### src/rtl/uart_loader_pkg.sv
// Shared types and constants for the UART packet loader.
//   state_t : framing FSM states
//   err_t   : error cause reported on error_code
//   DEFAULT_SYNC_BYTE : default packet start marker
//   bytes_per_word()  : bytes needed to fill one memory word
package uart_loader_pkg;

    typedef enum logic [2:0] {
        IDLE,
        LEN_LO,
        LEN_HI,
        PAYLOAD,
        CHECK
    } state_t;

    typedef enum logic [1:0] {
        ERR_NONE,
        ERR_CSUM,
        ERR_SIZE,
        ERR_TIMEOUT
    } err_t;

    localparam logic [7:0] DEFAULT_SYNC_BYTE = 8'hA5;

    function automatic int unsigned bytes_per_word(input int unsigned width);
        return (width + 7) / 8;
    endfunction

endpackage

### src/rtl/uart_packet_loader_packer.sv
// Little-endian byte-to-word packer.
//   clk, rstN     : clock, synchronous active-low reset
//   byte_valid_i  : byte_in_i is valid this cycle
//   byte_in_i     : incoming byte, placed at bits [8k+7:8k] for byte index k
//   clear_i       : restart at byte index 0 (partial word discarded)
//   last_byte_o   : the next accepted byte completes a word
//   word_valid_o  : one-cycle pulse, the cycle after the completing byte
//   word_out_o    : assembled word, bits above WORD_WIDTH dropped
module byte_word_packer
    import uart_loader_pkg::*;
#(
    parameter int unsigned WORD_WIDTH = 60
) (
    input  logic                  clk,
    input  logic                  rstN,
    input  logic                  byte_valid_i,
    input  logic [7:0]            byte_in_i,
    input  logic                  clear_i,
    output logic                  last_byte_o,
    output logic                  word_valid_o,
    output logic [WORD_WIDTH-1:0] word_out_o
);

    localparam int unsigned BPW   = bytes_per_word(WORD_WIDTH);
    localparam int unsigned IDX_W = (BPW > 1) ? $clog2(BPW) : 1;
    localparam logic [IDX_W-1:0] LAST_IDX = IDX_W'(BPW - 1);

    logic [IDX_W-1:0]      idx_q, idx_d;
    logic [BPW*8-1:0]      asm_q, asm_d;
    logic                  word_valid_q, word_valid_d;
    logic [WORD_WIDTH-1:0] word_q, word_d;

    assign last_byte_o  = (idx_q == LAST_IDX);
    assign word_valid_o = word_valid_q;
    assign word_out_o   = word_q;

    always_comb begin
        idx_d        = idx_q;
        asm_d        = asm_q;
        word_valid_d = 1'b0;
        word_d       = word_q;
        if (clear_i) begin
            idx_d = '0;
        end else if (byte_valid_i) begin
            asm_d[8*32'(idx_q) +: 8] = byte_in_i;
            if (idx_q == LAST_IDX) begin
                idx_d        = '0;
                word_valid_d = 1'b1;
                word_d       = asm_d[WORD_WIDTH-1:0];
            end else begin
                idx_d = idx_q + IDX_W'(1);
            end
        end
    end

    always_ff @(posedge clk) begin
        if (!rstN) begin
            idx_q        <= '0;
            asm_q        <= '0;
            word_valid_q <= 1'b0;
            word_q       <= '0;
        end else begin
            idx_q        <= idx_d;
            asm_q        <= asm_d;
            word_valid_q <= word_valid_d;
            word_q       <= word_d;
        end
    end

endmodule

### src/rtl/uart_packet_loader.sv
// Receive-side framing stage: parses SYNC, 16-bit word count (LE), payload,
// checksum from a UART byte stream and writes payload words to RAM.
//   clk, rstN     : clock, synchronous active-low reset
//   enable        : loading permitted; dropping it mid-packet aborts silently
//   rx_byte_valid : one-cycle strobe for rx_byte
//   rx_byte       : received byte
//   mem_wr_en     : one-cycle write strobe; mem_addr / mem_data valid with it
//   busy          : packet in progress
//   load_done     : one-cycle pulse, packet good
//   load_error    : one-cycle pulse, packet bad; cause on error_code
//   error_code    : held until the next accepted sync
//   words_written : words written in the current or last packet
module uart_packet_loader
    import uart_loader_pkg::*;
#(
    parameter int unsigned WORD_WIDTH     = 60,
    parameter int unsigned MEM_DEPTH      = 4096,
    parameter int unsigned ADDR_WIDTH     = $clog2(MEM_DEPTH),
    parameter int unsigned START_ADDR     = 0,
    parameter logic [7:0]  SYNC_BYTE      = DEFAULT_SYNC_BYTE,
    parameter int unsigned TIMEOUT_CYCLES = 5_000_000
) (
    input  logic                  clk,
    input  logic                  rstN,
    input  logic                  enable,
    input  logic                  rx_byte_valid,
    input  logic [7:0]            rx_byte,
    output logic                  mem_wr_en,
    output logic [ADDR_WIDTH-1:0] mem_addr,
    output logic [WORD_WIDTH-1:0] mem_data,
    output logic                  busy,
    output logic                  load_done,
    output logic                  load_error,
    output logic [1:0]            error_code,
    output logic [15:0]           words_written
);

    localparam int unsigned CAPACITY = MEM_DEPTH - START_ADDR;
    localparam int unsigned TMO_W    = $clog2(TIMEOUT_CYCLES + 1);
    localparam logic [TMO_W-1:0] TMO_LAST = TMO_W'(TIMEOUT_CYCLES - 1);

    state_t            state_q, state_d;
    logic [7:0]        len_lo_q, len_lo_d;
    logic [15:0]       len_q, len_d;
    logic [7:0]        csum_q, csum_d;
    logic [15:0]       words_seen_q, words_seen_d;
    logic [15:0]       words_q, words_d;
    err_t              err_q, err_d;
    logic              done_q, done_d;
    logic              error_q, error_d;
    logic [TMO_W-1:0]  tmo_q, tmo_d;

    logic pack_valid, pack_clear, pack_last, pack_word_valid;
    logic [WORD_WIDTH-1:0] pack_word;

    byte_word_packer #(
        .WORD_WIDTH(WORD_WIDTH)
    ) u_packer (
        .clk         (clk),
        .rstN        (rstN),
        .byte_valid_i(pack_valid),
        .byte_in_i   (rx_byte),
        .clear_i     (pack_clear),
        .last_byte_o (pack_last),
        .word_valid_o(pack_word_valid),
        .word_out_o  (pack_word)
    );

    assign mem_wr_en     = pack_word_valid;
    assign mem_data      = pack_word;
    assign mem_addr      = ADDR_WIDTH'(START_ADDR + 32'(words_q));
    assign busy          = (state_q != IDLE);
    assign load_done     = done_q;
    assign load_error    = error_q;
    assign error_code    = err_q;
    assign words_written = words_q;

    always_comb begin
        state_d      = state_q;
        len_lo_d     = len_lo_q;
        len_d        = len_q;
        csum_d       = csum_q;
        words_seen_d = words_seen_q;
        words_d      = words_q;
        err_d        = err_q;
        done_d       = 1'b0;
        error_d      = 1'b0;
        tmo_d        = '0;
        pack_valid   = 1'b0;
        pack_clear   = 1'b0;

        if (pack_word_valid) words_d = words_q + 16'd1;
        if (state_q != IDLE) tmo_d = rx_byte_valid ? '0 : tmo_q + TMO_W'(1);

        case (state_q)
            IDLE: begin
                if (rx_byte_valid && enable && rx_byte == SYNC_BYTE) begin
                    err_d        = ERR_NONE;
                    words_d      = '0;
                    words_seen_d = '0;
                    csum_d       = '0;
                    pack_clear   = 1'b1;
                    state_d      = LEN_LO;
                end
            end
            LEN_LO: begin
                if (rx_byte_valid) begin
                    len_lo_d = rx_byte;
                    csum_d   = csum_q + rx_byte;
                    state_d  = LEN_HI;
                end
            end
            LEN_HI: begin
                if (rx_byte_valid) begin
                    len_d  = {rx_byte, len_lo_q};
                    csum_d = csum_q + rx_byte;
                    if (32'({rx_byte, len_lo_q}) > CAPACITY) begin
                        error_d = 1'b1;
                        err_d   = ERR_SIZE;
                        state_d = IDLE;
                    end else if ({rx_byte, len_lo_q} == 16'd0) begin
                        state_d = CHECK;
                    end else begin
                        state_d = PAYLOAD;
                    end
                end
            end
            PAYLOAD: begin
                if (rx_byte_valid) begin
                    csum_d     = csum_q + rx_byte;
                    pack_valid = 1'b1;
                    // Leave on the completing byte itself so a checksum byte
                    // arriving during the final write is taken as the checksum.
                    if (pack_last) begin
                        words_seen_d = words_seen_q + 16'd1;
                        if (words_seen_q + 16'd1 == len_q) state_d = CHECK;
                    end
                end
            end
            CHECK: begin
                if (rx_byte_valid) begin
                    if (rx_byte == csum_q) begin
                        done_d = 1'b1;
                    end else begin
                        error_d = 1'b1;
                        err_d   = ERR_CSUM;
                    end
                    state_d = IDLE;
                end
            end
            default: state_d = IDLE;
        endcase

        if (state_q != IDLE && !rx_byte_valid && tmo_q == TMO_LAST) begin
            error_d = 1'b1;
            err_d   = ERR_TIMEOUT;
            state_d = IDLE;
        end

        if (state_q != IDLE && !enable) begin
            state_d    = IDLE;
            done_d     = 1'b0;
            error_d    = 1'b0;
            err_d      = err_q;
            pack_valid = 1'b0;
        end
    end

    always_ff @(posedge clk) begin
        if (!rstN) begin
            state_q      <= IDLE;
            len_lo_q     <= '0;
            len_q        <= '0;
            csum_q       <= '0;
            words_seen_q <= '0;
            words_q      <= '0;
            err_q        <= ERR_NONE;
            done_q       <= 1'b0;
            error_q      <= 1'b0;
            tmo_q        <= '0;
        end else begin
            state_q      <= state_d;
            len_lo_q     <= len_lo_d;
            len_q        <= len_d;
            csum_q       <= csum_d;
            words_seen_q <= words_seen_d;
            words_q      <= words_d;
            err_q        <= err_d;
            done_q       <= done_d;
            error_q      <= error_d;
            tmo_q        <= tmo_d;
        end
    end

endmodule

### config.mk
export PLATFORM = sky130hd
export DESIGN_NAME = uart_packet_loader
export DESIGN_NICKNAME = d
export VERILOG_FILES = /design/src/rtl/uart_loader_pkg.sv /design/src/rtl/uart_packet_loader_packer.sv /design/src/rtl/uart_packet_loader.sv
export SDC_FILE = /design/constraint.sdc
export NUM_CORES = 1
export LEC_CHECK = 0
export ABC_AREA = 1
export CORE_UTILIZATION = 60
export DETAILED_ROUTE_END_ITERATION = 7
export HOLD_SLACK_MARGIN = 0.03
export PLACE_DENSITY = 0.88
export SYNTH_ARGS = -nofsm -noshare
export SYNTH_HDL_FRONTEND = slang
export SYNTH_SLANG_ARGS = --single-unit
### constraint.sdc
create_clock -name clk -period 5.25 [get_ports clk]
set_input_delay 1.05 -clock clk [delete_from_list [all_inputs] [get_ports clk]]
set_output_delay 1.05 -clock clk [all_outputs]
set_load 0.01 [all_outputs]
==> results of run 1 <==
[logic make-up (layout without fill, tap and decap cells)]
logic type / Yosys count / count (layout) / share of synthesized area
flip-flops: 218 / 218 / 0.427
adder cells (fa/ha/maj): 18 / 18 / 0.0228
buffers and inverters: 191 / 271 / 0.0810
XOR/XNOR: 20 / 20 / 0.0172
AO/OA/AOI/OAI: 282 / 282 / 0.149
multiplexers: 17 / 17 / 0.0172
AND/OR/NAND/NOR: 666 / 666 / 0.285
[registers in the layout, indices dropped and copies added, names as in the netlist]
signal	count
u_packer.asm_q	60
u_packer.word_out_o	60
len_lo_q	8
state_q	3
words_seen_q	16
words_written	16
u_packer.word_valid_o	1
u_packer.idx_q	3
tmo_q	23
csum_q	8
error_code	2
load_error	1
len_q	16
load_done	1
[worst reg2reg max path, stage by stage (launching register included)]
cell and delay [ns]:
sky130_fd_sc_hd__dfxtp_1 0.52, sky130_fd_sc_hd__nor2_4 0.09, sky130_fd_sc_hd__nand2_2 0.15, sky130_fd_sc_hd__inv_2 0.06, sky130_fd_sc_hd__nor2_2 0.11, sky130_fd_sc_hd__inv_2 0.07
sky130_fd_sc_hd__nand2_4 0.36, sky130_fd_sc_hd__nor2_8 0.14, sky130_fd_sc_hd__inv_4 0.45, sky130_fd_sc_hd__nor2_4 0.21, sky130_fd_sc_hd__inv_2 0.46, sky130_fd_sc_hd__o21ai_0 0.21
[path summary, 6_finish.rpt]
kind,from,to,slack (ns)
worst max-delay path,rx_byte_valid,u_packer.word_out_o[8],1.89
worst min-delay path,u_packer.asm_q[57],u_packer.asm_q[57],0.45
worst max register to register,state_q[0],u_packer.word_out_o[8],2.29
worst min register to register,u_packer.asm_q[57],u_packer.asm_q[57],0.45
[power by group through the flow]
stage | registers, W | logic (W) | clock network (W)
after floorplan | 0.00179 | 0.000431 | 0
after global placement | 0.00180 | 0.000556 | 0
after detailed placement | 0.00180 | 0.000570 | 0
after CTS | 0.00177 | 0.000579 | 0.00174
after global routing | 0.00177 | 0.000657 | 0.00181
final | 0.00177 | 0.000589 | 0.00172
[placed cells by master, fill, tap and decap left out, types with 7 or more instances in the layout]
master,Yosys,layout
sky130_fd_sc_hd__a211oi_1,36,36
sky130_fd_sc_hd__a21oi_1,110,110
sky130_fd_sc_hd__clkbuf_16,0,23
sky130_fd_sc_hd__clkbuf_8,0,10
sky130_fd_sc_hd__clkdlybuf4s50_1,0,104
sky130_fd_sc_hd__dfxtp_1,218,218
sky130_fd_sc_hd__ha_1,17,17
sky130_fd_sc_hd__inv_1,111,110
sky130_fd_sc_hd__inv_2,6,7
sky130_fd_sc_hd__mux2i_1,13,13
sky130_fd_sc_hd__nand2_1,303,303
sky130_fd_sc_hd__nand3_1,107,107
sky130_fd_sc_hd__nand3b_1,11,11
sky130_fd_sc_hd__nand4_1,14,14
sky130_fd_sc_hd__nor2_1,159,159
sky130_fd_sc_hd__nor2_2,13,13
sky130_fd_sc_hd__nor3_1,34,34
sky130_fd_sc_hd__o21ai_0,96,96
sky130_fd_sc_hd__o21ai_1,31,31
sky130_fd_sc_hd__xnor2_1,10,10
sky130_fd_sc_hd__xor2_1,10,10
[layout make-up]
class                   count  area [µm²]  area share
flip-flops and latches    218        4360       0.363
well taps                 220         275      0.0229
repair buffers            111        1090      0.0909
inverters                 118         445      0.0371
clock inverters             5        82.6     0.00688
multi-input cells        1003        5020       0.418
clock buffers              37         728      0.0606
[through the flow]
stage / area [µm²] / setup slack, ns / total power, W / util
2_1_floorplan: 10200 / 2.84 / 0.00222 / -
3_3_place_gp: 11200 / 1.55 / 0.00235 / 0.675
3_5_place_dp: 11200 / 1.44 / 0.00237 / 0.675
4_1_cts: 12000 / 1.96 / 0.00408 / 0.724
5_1_grt: 12000 / 1.71 / 0.00424 / 0.724
6_report: 12000 / 1.89 / 0.00407 / 0.724
[metal layers]
layer / vias up / global-route usage
met2: 365 / 0.469
met1: 4476 / 0.395
met3: 71 / 0.0441
met5: - / 0
li1: 4778 / -
met4: 0 / 0.120
==> flow_metrics.env, run 1 <==
export IMPL_fp_coreArea_um2=16600
export IMPL_timing_critical_path_slowest_stage_cell="sky130_fd_sc_hd__clkdlybuf4s50_1"
export IMPL_ys_warnings_count=0
export IMPL_route_met2_wl_um=11800
export IMPL_setup_viol_count_final=0
export IMPL_synth_most_common_cell="sky130_fd_sc_hd__nand2_1"
export IMPL_timing_worst_slew_pin_value_ns=0.861
export IMPL_first_global_vias=8933
export IMPL_fraction_of_final_layout_cells_with_drive_strength_greater_than_1=0.0597
export IMPL_worst_setup_path_start_kind="input pin"
export IMPL_clk_latency_ns=0.52
export IMPL_route_antenna_remaining_nets=0
export IMPL_skew_ns=0.0113
export IMPL_power_combinational_fraction=0.145
export IMPL_layout_nets=1505
export IMPL_dr_max_layer_used="met4"
export IMPL_holdBufCountCts=0
export IMPL_ys_seq_elements=218
export IMPL_worst_min_path_class="flop to flop"
export IMPL_route_layer_met1_wl_um=11500
export IMPL_fillers=1322
export IMPL_edff_count_synth=0
export IMPL_postSynthAreaPerCell_um2=7.23
export IMPL_synthesis_nets=1442
export IMPL_max_cap_violations=0
export IMPL_initialDrtViolationCount=769
export IMPL_peak_supply_drop_mv=0.261
export IMPL_p_sw_frac=0.273
export IMPL_numCtsBuffers=23
export IMPL_syn_cell_area_um2=10200
export IMPL_vias=9690
export IMPL_numClockSinks=218
export IMPL_synth_async_reset_ratio=0
export IMPL_number_of_antenna_violations_at_the_first_check_in_global_routing=0
export IMPL_placer_congestion=0.986
export IMPL_placed_cells=1670
export IMPL_synth_top_flop_cell="sky130_fd_sc_hd__dfxtp_1"
export IMPL_worst_path_buf_inv=4
export IMPL_post_cts_resize_count=0
export IMPL_clock_tree_from_tritoncts="done"
export IMPL_grt_first_pass_wirelength_um=42800
export IMPL_path_depth=9
export IMPL_list_of_most_frequent_post_synthesis_cells="sky130_fd_sc_hd__nand2_1, sky130_fd_sc_hd__dfxtp_1, sky130_fd_sc_hd__nor2_1"
export IMPL_instances_no_fill=1712
export IMPL_cts_max_path_bufs=3
export IMPL_dp_final_hpwl_um=17600
export IMPL_worstPathCellList="clkdlybuf4s50_1, inv_1, nor2_2, nand2_4, nor2_8, inv_4, nor2_4, inv_2, o21ai_0"
export IMPL_pre_antenna_drt_iters=6
export IMPL_critical_path_arrival_ns=3.80
export IMPL_globalRouteTotalUtil=0.293
export IMPL_critical_path_peak_fanout=61
export IMPL_synth_top_cells_by_area="sky130_fd_sc_hd__dfxtp_1, sky130_fd_sc_hd__nand2_1, sky130_fd_sc_hd__nor2_1, sky130_fd_sc_hd__a21oi_1, sky130_fd_sc_hd__nand3_1"
export IMPL_rsz0062_at_grt="false"
export IMPL_synth_top_area_frac=0.427
export IMPL_internal_power_w=0.00296
export IMPL_timing_reg2reg_worst_path_depth=11
export IMPL_clk_root_buffer_cell="sky130_fd_sc_hd__clkbuf_16"
export IMPL_post_route_min_period_ns=3.36
export IMPL_final_max_slew_violation_count=0
export IMPL_initial_utilization=0.616
export IMPL_critical_path_class="input pin to flop"
export IMPL_slew_headroom=0.424
export IMPL_clk_pin_slew_worst_paths_ns=0.06
export IMPL_cp_end_kind="flop"
export IMPL_drcViolationCount=0
export IMPL_gr_total_overflow=0
export IMPL_placement_rows=47
export IMPL_die_height_um=132
export IMPL_floorplan_io_pins=106
export IMPL_final_hold_viol_count=0
export IMPL_met3WireLength_um=1790
export IMPL_die_width_um=132
export IMPL_worst_hold_slack_after_final_layout_ns=0.451
export IMPL_power_density_nw_per_um2=339
export IMPL_postSynthCellCount=1412
export IMPL_crit_family="buffers and inverters"
export IMPL_netlist_cell_type_count=43
export IMPL_via_per_inst=5.66
export IMPL_grt_start_max_net_pins=92
export IMPL_run_status="finished clean"
export IMPL_fin_tns_setup_ns=0
export IMPL_finalWirelength_um=25900
export IMPL_cts_htree_levels=1
export IMPL_area_growth_syn_to_layout_pct=17.6
export IMPL_die_area_um2=17500
export IMPL_placement_io_buffers=105
export IMPL_max_stage_delay_ns=0.56
export IMPL_p_switching_w=0.00111
export IMPL_clock_fmax_mhz=298
export IMPL_synth_seq_area_share=0.427
export IMPL_min_path_cells=2
export IMPL_cts_setup_buffers=0
export IMPL_pwr_share_clk=0.421
export IMPL_post_route_period_util=0.640
export IMPL_post_synth_top_area_cell="sky130_fd_sc_hd__dfxtp_1"
export IMPL_n_antenna_cell=0
export IMPL_p_seq_frac=0.434
export IMPL_average_wire_length_per_cell_after_detail_routing_um=15.1
export IMPL_p_leak_nw=4.49
export IMPL_critical_path_required_ns=5.69
Note: power is estimated with default switching activity, not from simulation.
==> run 2, diff against run 1 <==
CORE_UTILIZATION = 57   (was 60)
PLACE_DENSITY = 0.84   (was 0.88)
clock period = 3.4 ns   (was 5.25 ns; I/O delays follow)
==> flow_metrics.env, run 2 (same netlist as run 1, synthesis figures left out) <==
export IMPL_fin_tns_setup_ns=0
export IMPL_placement_io_buffers=105
export IMPL_route_antenna_remaining_nets=0
export IMPL_layout_core_utilization=0.696
export IMPL_area_growth_syn_to_layout_pct=18.8
export IMPL_clk_latency_ns=0.51
export IMPL_grt_first_pass_wirelength_um=42100
export IMPL_grt_start_max_net_pins=89
export IMPL_post_cts_resize_count=0
export IMPL_timing_reg2reg_setup_slack_ns=0.45
export IMPL_cp_common_cell="sky130_fd_sc_hd__inv_1"
export IMPL_cts_htree_levels=1
export IMPL_placement_rows=48
export IMPL_setup_viol_count_final=0
export IMPL_critical_path_peak_fanout=16
export IMPL_post_route_min_period_ns=2.95
export IMPL_p_leak_nw=4.55
export IMPL_cts_setup_buffers=0
export IMPL_initialDrtViolationCount=976
export IMPL_layout_nets=1517
export IMPL_first_global_vias=8775
export IMPL_skew_ns=0.0117
export IMPL_average_wire_length_per_cell_after_detail_routing_um=14.9
export IMPL_via_per_inst=5.60
export IMPL_max_cap_violations=0
export IMPL_most_common_cell_after_layout_fill_and_taps_aside="sky130_fd_sc_hd__nand2_1"
export IMPL_worst_reg2reg_startpoint="u_packer.idx_q[0]"
export IMPL_final_critical_path_setup_slack_ns=0.451
export IMPL_worstReg2RegEnd="u_packer.asm_q[36]"
export IMPL_startpoint="u_packer.idx_q[0]"
export IMPL_clock_fmax_mhz=339
export IMPL_numCtsBuffers=23
export IMPL_finalWirelength_um=25800
export IMPL_clk_pin_slew_worst_paths_ns=0.06
export IMPL_number_of_antenna_violations_at_the_first_check_in_global_routing=0
export IMPL_timing_critical_path_to="u_packer.asm_q[36]"
export IMPL_final_max_slew_violation_count=0
export IMPL_crit_family="compound AO/OA/AOI/OAI gates"
export IMPL_worst_min_path_class="flop to flop"
export IMPL_numClockSinks=218
export IMPL_timing_critical_path_slowest_stage_cell="sky130_fd_sc_hd__o21ai_0"
export IMPL_slew_headroom=0.440
export IMPL_drcViolationCount=0
export IMPL_internal_power_w=0.00464
export IMPL_gr_total_overflow=0
export IMPL_n_antenna_cell=0
export IMPL_floorplan_io_pins=106
export IMPL_holdBufCountCts=0
export IMPL_clk_root_buffer_cell="sky130_fd_sc_hd__clkbuf_16"
export IMPL_p_switching_w=0.00171
export IMPL_worst_setup_path_start_kind="flop"
export IMPL_cp_end_kind="flop"
export IMPL_max_stage_delay_ns=0.57
export IMPL_globalRouteTotalUtil=0.281
export IMPL_post_route_period_util=0.867
export IMPL_die_width_um=136
export IMPL_fraction_of_final_layout_cells_with_drive_strength_greater_than_1=0.0692
export IMPL_detailedPlace_worstSlack_ns=0.508
export IMPL_highest_count_cells_in_the_layout_ignoring_fill_and_taps="sky130_fd_sc_hd__nand2_1, sky130_fd_sc_hd__dfxtp_1, sky130_fd_sc_hd__nor2_1"
export IMPL_clock_tree_from_tritoncts="done"
export IMPL_vias=9682
export IMPL_die_height_um=136
export IMPL_fp_coreArea_um2=17400
export IMPL_placer_congestion=0.953
export IMPL_power_density_nw_per_um2=524
export IMPL_path_depth=7
export IMPL_pre_antenna_drt_iters=6
export IMPL_pwr_share_clk=0.427
export IMPL_final_hold_viol_count=0
export IMPL_power_combinational_fraction=0.143
export IMPL_initial_utilization=0.586
export IMPL_peak_supply_drop_mv=0.405
export IMPL_critical_path_class="flop to flop"
export IMPL_rsz0062_at_grt="false"
export IMPL_cts_max_path_bufs=3
export IMPL_timing_worst_slew_pin_value_ns=0.833
export IMPL_worstPathCellList="inv_1, ha_1, inv_1, nand4_1, o21ai_0, nand2_1, a21oi_1"
export IMPL_dp_final_hpwl_um=17600
export IMPL_timing_reg2reg_worst_path_depth=7
export IMPL_die_area_um2=18500
export IMPL_critical_path_arrival_ns=3.38
export IMPL_worst_path_buf_inv=2
export IMPL_critical_path_required_ns=3.83
export IMPL_p_sw_frac=0.270
export IMPL_run_status="finished clean"
export IMPL_p_seq_frac=0.430
## run 2: cell types whose count changed in the layout (fill, tap and decap cells not counted), sizes merged
cell / before / now
buf: 7 / 19
bufinv: 2 / 5
clkinvlp: 0 / 3
inv: 120 / 118
clkinv: 1 / 7
clkbuf: 37 / 26
## run 2: per-layer routing
metal  up-vias  track usage  wire, µm
met1      4422        0.384     11700
met4         0        0.106       850
met2       367        0.449     11400
met5         -            0         0
met3        79       0.0380      1850
li1       4814            -         -
## run 2: cell type report
cell class / count / area [µm²]
well taps: 225 / 282
inverters: 118 / 445
repair buffers: 123 / 1190
clock buffers: 26 / 617
flip-flops and latches: 218 / 4360
clock inverters: 15 / 208
fillers: 1416 / 5290
multi-input cells: 1003 / 5020
## run 2: worst min path at each step
stage               end     start  slack (ns)  depth (start not counted)
5_1_grt        tmo_q[0]  tmo_q[0]        0.47                          1
3_5_place_dp   tmo_q[0]  tmo_q[0]        0.44                          1
3_3_place_gp   tmo_q[0]  tmo_q[0]        0.43                          1
4_1_cts        tmo_q[0]  tmo_q[0]        0.45                          1
6_report       tmo_q[0]  tmo_q[0]        0.44                          1
2_1_floorplan  tmo_q[0]  tmo_q[0]        0.42                          1
## run 2: through the flow
step	area [µm²]	std cells	hold WS, ns	power (W)
5_1_grt	12100	1728	0.466	0.00662
2_1_floorplan	10200	1412	0.418	0.00343
3_3_place_gp	11300	1687	0.429	0.00366
6_report	12100	1728	0.443	0.00636
3_5_place_dp	11300	1687	0.436	0.00367
4_1_cts	12100	1728	0.450	0.00637
## run 2: power groups by stage
stage	sequential, W	combinational [W]	clock (W)
after floorplan	0.00276	0.000665	0
after global placement	0.00278	0.000882	0
final	0.00273	0.000912	0.00271
after detailed placement	0.00278	0.000890	0
after global routing	0.00274	0.00103	0.00285
after CTS	0.00273	0.000896	0.00274
==> run 3, diff against run 2 <==
PLACE_DENSITY = 0.77   (was 0.84)
==> flow_metrics.env, run 3 (same netlist as run 1, synthesis figures left out) <==
export IMPL_slew_headroom=0.382
export IMPL_clock_tree_from_tritoncts="done"
export IMPL_via_per_inst=5.54
export IMPL_grt_start_max_net_pins=92
export IMPL_clock_fmax_mhz=343
export IMPL_fin_tns_setup_ns=0
export IMPL_critical_path_class="flop to flop"
export IMPL_most_common_cell_after_layout_fill_and_taps_aside="sky130_fd_sc_hd__nand2_1"
export IMPL_numCtsBuffers=23
export IMPL_die_width_um=136
export IMPL_skew_ns=0.00740
export IMPL_dp_final_hpwl_um=17900
export IMPL_run_status="finished clean"
export IMPL_floorplan_io_pins=106
export IMPL_critical_path_required_ns=3.84
export IMPL_cts_htree_levels=1
export IMPL_n_antenna_cell=0
export IMPL_gr_total_overflow=0
export IMPL_max_cap_violations=0
export IMPL_setup_viol_count_final=0
export IMPL_placement_io_buffers=105
export IMPL_timing_worst_slew_pin_value_ns=0.927
export IMPL_worst_setup_path_start_kind="flop"
export IMPL_clk_latency_ns=0.52
export IMPL_cts_max_path_bufs=3
export IMPL_numClockSinks=218
export IMPL_fillers=1497
export IMPL_layout_nets=1521
export IMPL_post_route_period_util=0.857
export IMPL_finalWirelength_um=26000
export IMPL_cp_end_kind="flop"
export IMPL_clk_root_buffer_cell="sky130_fd_sc_hd__clkbuf_16"
export IMPL_worst_hold_slack_after_final_layout_ns=0.448
export IMPL_post_cts_resize_count=0
export IMPL_worst_min_path_class="flop to flop"
export IMPL_average_wire_length_per_cell_after_detail_routing_um=15.0
export IMPL_holdBufCountCts=0
export IMPL_peak_supply_drop_mv=0.448
export IMPL_critical_path_peak_fanout=13
export IMPL_clk_pin_slew_worst_paths_ns=0.06
export IMPL_critical_path_arrival_ns=3.35
export IMPL_post_route_min_period_ns=2.91
export IMPL_cts_setup_buffers=0
export IMPL_fp_coreArea_um2=17400
export IMPL_pre_antenna_drt_iters=6
export IMPL_die_height_um=136
export IMPL_drcViolationCount=0
export IMPL_grt_first_pass_wirelength_um=41800
export IMPL_first_global_vias=8478
export IMPL_globalRouteTotalUtil=0.280
export IMPL_placer_congestion=0.964
export IMPL_initial_utilization=0.586
export IMPL_route_antenna_remaining_nets=0
export IMPL_startpoint="u_packer.idx_q[0]"
export IMPL_rsz0062_at_grt="false"
export IMPL_initialDrtViolationCount=782
export IMPL_final_hold_viol_count=0
export IMPL_vias=9595
export IMPL_worst_hold_startpoint="tmo_q[0]"
export IMPL_worst_reg2reg_startpoint="u_packer.idx_q[0]"
export IMPL_power_density_nw_per_um2=503
export IMPL_number_of_antenna_violations_at_the_first_check_in_global_routing=0
export IMPL_p_leak_nw=4.54
export IMPL_area_growth_syn_to_layout_pct=18.1
export IMPL_fraction_of_final_layout_cells_with_drive_strength_greater_than_1=0.0717
export IMPL_highest_count_cells_in_the_layout_ignoring_fill_and_taps="sky130_fd_sc_hd__nand2_1, sky130_fd_sc_hd__dfxtp_1, sky130_fd_sc_hd__nor2_1"
export IMPL_die_area_um2=18500
export IMPL_placement_rows=48
export IMPL_final_max_slew_violation_count=0
run 3: cell types whose count changed in the layout (fill, tap and decap cells not counted):
cell | previous run | this run
sky130_fd_sc_hd__buf_4 | 17 | 21
sky130_fd_sc_hd__bufinv_16 | 5 | 1
sky130_fd_sc_hd__clkinv_2 | 7 | 11
sky130_fd_sc_hd__clkinvlp_4 | 3 | 2
sky130_fd_sc_hd__inv_6 | 0 | 1
run 3: routing by layer:
layer  vias up  wire length, µm  GRT usage
met3        54             1620     0.0395
li1       4813                -          -
met4         0              579     0.0877
met1      4415            12200      0.395
met5         -                0          0
met2       313            11500      0.441
run 3: power breakdown:
group | internal (W) | total, W | leakage (nW) | switching, W
Combinational | 0.000307 | 0.000937 | 2.41 | 0.000631
Clock | 0.00138 | 0.00240 | 0.367 | 0.00102
Sequential | 0.00265 | 0.00273 | 1.76 | 0.0000749
Total | 0.00434 | 0.00607 | 4.54 | 0.00173
run 3: area by class of cell:
class	instances	area, µm²	share of cell area
multi-input combinational	1003	5020	0.416
clock buffer	26	617	0.0511
tap	225	282	0.0233
timing repair buffer	127	1220	0.101
inverter	118	445	0.0369
clock inverter	15	109	0.00902
sequential	218	4360	0.362
run 3: per-stage QoR:
stage	setup WS (ns)	total power [W]	instance area (µm²)	util	std cells
CTS	0.573	0.00610	12100	0.693	1732
floorplan	1.17	0.00343	10200	-	1412
global route	0.216	0.00632	12100	0.693	1732
detailed placement	0.558	0.00369	11300	0.651	1691
global placement	0.562	0.00367	11300	0.651	1691
finish	0.486	0.00607	12100	0.693	1732
run 3: worst max-delay path, stage by stage, from the launching register on:
cell and delay (ns):
sky130_fd_sc_hd__dfxtp_1 0.50, sky130_fd_sc_hd__inv_1 0.19, sky130_fd_sc_hd__ha_1 0.60, sky130_fd_sc_hd__inv_1 0.26, sky130_fd_sc_hd__nor2_1 0.45, sky130_fd_sc_hd__nand3_1 0.31
sky130_fd_sc_hd__o21ai_0 0.30, sky130_fd_sc_hd__nand2_1 0.11, sky130_fd_sc_hd__a21oi_1 0.12
run 3: path summary, 6_finish.rpt:
kind,end,slack (ns),cells after the start
worst min register to register,tmo_q[0],0.45,1
worst max-delay path,u_packer.word_out_o[53],0.49,8
worst max register to register,u_packer.word_out_o[53],0.49,8
worst min-delay path,tmo_q[0],0.45,1
